$ cat src/rtl/rgb_fade_driver.sv
// Red -> green -> blue PWM breathing driver for the board's RGB LED.
// Each colour fades 0 -> 255 -> 0 in steps of STEP_TICKS clocks.
module rgb_fade_driver #(
    parameter int PWM_DIV    = 78,
    parameter int STEP_TICKS = 40000,
    parameter bit ACTIVE_LOW = 1'b0
) (
    input  logic       clk,
    input  logic       rst,
    input  logic       en,
    input  logic       hold,
    output logic       redled,
    output logic       greenled,
    output logic       blueled,
    output logic [7:0] level,
    output logic [2:0] phase,
    output logic       cycle_done
);

    typedef enum logic [2:0] {
        IDLE = 3'd0,
        R_UP = 3'd1,
        R_DN = 3'd2,
        G_UP = 3'd3,
        G_DN = 3'd4,
        B_UP = 3'd5,
        B_DN = 3'd6
    } state_t;

    localparam int PRE_W = (PWM_DIV > 1) ? $clog2(PWM_DIV) : 1;
    localparam int STC_W = (STEP_TICKS > 1) ? $clog2(STEP_TICKS) : 1;
    localparam logic [PRE_W-1:0] PRE_MAX = PRE_W'(PWM_DIV - 1);
    localparam logic [STC_W-1:0] STC_MAX = STC_W'(STEP_TICKS - 1);

    logic [PRE_W-1:0] pre;
    logic [7:0]       pwm_cnt;
    logic [STC_W-1:0] stc;
    logic             step;
    state_t           state, state_n;
    logic [7:0]       level_r, level_n;
    logic             done_r, done_n;
    logic             led_r, led_g, led_b;
    logic             raw;

    // NOTE: every clocked process uses non-blocking assignments so all
    // registers update together from the values seen before the edge.
    always_ff @(posedge clk or posedge rst) begin
        if (rst) begin
            pre     <= '0;
            pwm_cnt <= 8'd0;
        end else if (pre == PRE_MAX) begin
            pre     <= '0;
            pwm_cnt <= pwm_cnt + 8'd1;
        end else begin
            pre     <= pre + 1'b1;
        end
    end

    // The step timer restarts whenever the sequencer is (re)started.
    always_ff @(posedge clk or posedge rst) begin
        if (rst) begin
            stc <= '0;
        end else if (!en || state == IDLE) begin
            stc <= '0;
        end else if (!hold) begin
            stc <= (stc == STC_MAX) ? '0 : stc + 1'b1;
        end
    end

    assign step = en && !hold && (state != IDLE) && (stc == STC_MAX);

    always_ff @(posedge clk or posedge rst) begin
        if (rst) begin
            state   <= IDLE;
            level_r <= 8'd0;
            done_r  <= 1'b0;
        end else begin
            state   <= state_n;
            level_r <= level_n;
            done_r  <= done_n;
        end
    end

    // NOTE: defaults first, so no path through the case leaves a variable
    // unassigned and no latch is inferred.
    always_comb begin
        state_n = state;
        level_n = level_r;
        done_n  = 1'b0;
        if (!en) begin
            state_n = IDLE;
            level_n = 8'd0;
        end else begin
            unique case (state)
                IDLE: begin
                    state_n = R_UP;
                    level_n = 8'd0;
                end
                R_UP, G_UP, B_UP: begin
                    if (step) begin
                        if (level_r == 8'd255) state_n = state_t'(state + 3'd1);
                        else                   level_n = level_r + 8'd1;
                    end
                end
                R_DN, G_DN, B_DN: begin
                    if (step) begin
                        if (level_r == 8'd0) begin
                            state_n = (state == B_DN) ? R_UP : state_t'(state + 3'd1);
                            done_n  = (state == B_DN);
                        end else begin
                            level_n = level_r - 8'd1;
                        end
                    end
                end
                default: begin
                    state_n = IDLE;
                    level_n = 8'd0;
                end
            endcase
        end
    end

    // Gating with en blanks the LEDs on the same edge the sequencer drops to IDLE.
    assign raw = en && (pwm_cnt < level_r);

    always_ff @(posedge clk or posedge rst) begin
        if (rst) begin
            led_r <= 1'b0;
            led_g <= 1'b0;
            led_b <= 1'b0;
        end else begin
            led_r <= raw && (state == R_UP || state == R_DN);
            led_g <= raw && (state == G_UP || state == G_DN);
            led_b <= raw && (state == B_UP || state == B_DN);
        end
    end

    assign redled     = led_r ^ ACTIVE_LOW;
    assign greenled   = led_g ^ ACTIVE_LOW;
    assign blueled    = led_b ^ ACTIVE_LOW;
    assign level      = level_r;
    assign phase      = state;
    assign cycle_done = done_r;

endmodule

$ cat config.mk
export PLATFORM = sky130hd
export DESIGN_NAME = rgb_fade_driver
export DESIGN_NICKNAME = d
export VERILOG_FILES = /design/src/rtl/rgb_fade_driver.sv
export SDC_FILE = /design/constraint.sdc
export NUM_CORES = 1
export LEC_CHECK = 0
export BUFFER_PORTS_ARGS = -buffer_cell sky130_fd_sc_hd__buf_2
export CAP_MARGIN = 40
export CORE_MARGIN = 2
export CORE_UTILIZATION = 47
export CTS_CLUSTER_DIAMETER = 200
export DETAILED_ROUTE_END_ITERATION = 8
export PLACE_DENSITY = 0.75
export SLEW_MARGIN = 20
export SYNTH_ARGS = -nofsm -noshare
export SYNTH_HDL_FRONTEND = slang
export SYNTH_SLANG_ARGS = --single-unit
export TNS_END_PERCENT = 20
$ cat constraint.sdc
create_clock -name clk -period 6.57 [get_ports clk]
set_input_delay 0.657 -clock clk [delete_from_list [all_inputs] [get_ports clk]]
set_output_delay 0.657 -clock clk [all_outputs]
set_load 0.01 [all_outputs]
==> qor.yml <==
crit_path_start_kind: "flip-flop"
synth_mux_area_share_pct: 2.60
synth_edf_count: 0
die_x_um: 83.7
worstPathRequired_ps: 6750
irDropWorstVdd_mv: 0.205
finalSetupViolations: 0
finalWirelength_mm: 6.18
slew_violations: 0
status: "finished, final reports clean"
grt_setup_unrepaired: "false"
post_cts_buffers: 0
cts_hold_buf: 0
clk_latency_ps: 290
fin_skew_ps: 4.77
ys_ff_latch: 46
io_pins: 19
grt_max_degree: 29
antenna_found_initial: 0
gp_congestion: 0.933
dieArea_um2: 7010
layout-drive-gt1-share_pct: 14.1
grt.total_usage_pct: 18.6
gr-total-overflow: 0
synth_compound_area_share_pct: 17.3
synthSimpleGateAreaFrac_pct: 21.5
core_um2: 6240
synth_nets: 346
cts_buffers: 5
fin_crit_sh_pct: 38.3
leakage_nw: 1.37
dp_slack_ps: 4070
yosysWarnings: 0
grt_pass1_wl_mm: 10.8
synth_cells: 324
die_y_um: 83.7
synth.avg_cell_area_um2: 9.22
async_flop_share_pct: 100
maxCapViolations: 0
crit_type: "reg2reg"
post-dp-hpwl_mm: 4.61
port_buffers: 18
viasPerCell: 5.85
ctsResizeCount: 0
fmax_mhz: 397
setup_ws_ps: 4050
cts-root-buf: "clkbuf_8"
hold_viol: 0
cts.sinks: 46
cts_tree: "built"
synth_ff_type: "dfrtp_1"
fin_tns_setup_ps: 0
final-seq-area_um2: 1150
antenna_cells: 0
hold_path_class: "in2async"
initial_core_util_pct: 47.9
ys_seq_area_share_pct: 38.5
first_pass_iters: 4
synth-xor-area-share_pct: 7.04
design_power_total_w: 0.00104
cp_max_fo: 13
critPathArrivalTime_ps: 2700
synth_top_family_by_area: "simple AND/OR/NAND/NOR gates"
fin_crit_ps: 2520
grt_pass1_vias: 2349
power_density_nw_per_um2: 323
final_antenna_net_count: 0
synth_area_um2: 2990
ys_types: 63
num-fill-cells: 587
drtIter0Drc: 114
worst_setup_path_end_kind: "flip-flop"
multiInputGateArea_um2: 1670
path_clk_slew_ps: 80
final_core_util_pct: 51.5
wl_per_cell_um: 14.8
clock_path_buffers: 2
synth_fa_ha_area_share_pct: 7.54
htree_levels: 2
vias: 2441
row_count: 29
slew_headroom_pct: 52.3
drc: 0
worst_slew_pin_slew_ps: 713
area.growth.synth_to_final_pct: 7.71
nets: 361
==> cell usage after synthesis (all sizes together) (2+ instances only) <==
cell type,number,area (um^2)
buf,7,56.3
a22o,2,17.5
xor2,9,78.8
nand2b,3,21.3
or3,5,36.3
a31oi,2,12.5
a41oi,2,17.5
nor2b,2,12.5
nor2,25,93.8
xnor2,15,131
or2,2,12.5
and4,4,35.0
ha,18,225
a211o,2,18.8
o21ai,24,120
mux2,3,37.5
nor4b,2,23.8
a2111oi,2,23.8
nand2,19,71.3
clkbuf,5,18.8
nor3b,3,22.5
nor4,6,43.8
o21bai,2,22.5
o31ai,6,50.1
dfrtp,46,1150
inv,24,90.1
nand3,20,100
mux2i,4,40.0
and3,4,26.3
nor3,10,50.1
o21a,2,15.0
o211ai,3,22.5
nand4,10,62.6
a21oi,15,78.8
==> state kept, by name (all words and copies together), names as in the netlist <==
name / cells
cycle_done: 1
greenled: 1
pwm_cnt: 8
phase: 3
pre: 7
level: 8
blueled: 1
stc: 16
redled: 1
==> metrics by stage <==
stage,hold slack (ps),cells,cell area [um^2]
after floorplan,449,324,2990
after global placement,476,408,3110
after detailed placement,483,409,3130
after CTS,345,417,3220
after global routing,366,417,3220
final,345,417,3220
==> critical path: stages (launching register included) <==
cell      delay (ps)
dfrtp_1          530
o31ai_2          570
nor2_1           180
a211oi_2         540
or2_2            280
mux2_4           310
==> worst paths after layout <==
path / start / end / slack [ps] / cells after the start
max: phase[2] / level[6] / 4050 / 5
min: rst / stc[12] / 350 / 2
max reg2reg: phase[2] / level[6] / 4050 / 5
min reg2reg: pwm_cnt[7] / pwm_cnt[7] / 480 / 1
max in group asynchronous: rst / level[5] / 5740 / 3
min in group clk: pwm_cnt[7] / pwm_cnt[7] / 480 / 1
==> placed cells by master (no fill, tap or decap), types with 3 or more instances in the layout <==
master	netlist	layout
a21oi_1	14	14
and3_1	3	3
and4_1	4	4
buf_2	3	18
clkbuf_8	0	6
dfrtp_1	46	46
ha_1	18	18
inv_1	23	22
mux2i_1	4	4
nand2_1	19	19
nand3_1	20	20
nand4_1	10	10
nor2_1	25	25
nor3_1	10	10
nor3b_1	3	3
nor4_1	5	5
o211ai_1	3	3
o21ai_0	24	24
o31ai_1	5	5
or3_1	4	4
xnor2_1	15	15
xor2_1	9	9
==> where the power goes <==
part           internal (W)  switching, W  total [W]
clock             0.0000849     0.0000880   0.000173
combinational      0.000201      0.000287   0.000488
sequential         0.000315     0.0000638   0.000378
total              0.000600      0.000438    0.00104
==> kinds of logic after synthesis <==
logic type,count (synthesis)
AOI/OAI and AO/OA,74
xor gates and xnor gates,24
muxes,7
buffers and inverters,36
and+or+nand+nor,119
adders and majority gates,18
DFF,46
==> layer usage <==
layer  GRT usage, %  part of all wire, %  vias up
li1               -                    -     1215
met5              0                    0        -
met1           25.5                   46     1154
met4           6.89                  2.0        0
met2           29.7                   46       60
met3           3.07                  5.2       12
==> layout make-up <==
type	count	area share [%]
Clock buffer	7	2.68
Inverter	24	2.80
Tap cell	77	2.99
Timing Repair Buffer	20	3.66
Sequential cell	46	35.8
Clock inverter	1	0.156
Multi-Input combinational cell	242	51.9
(Power assumes the default switching activity.)
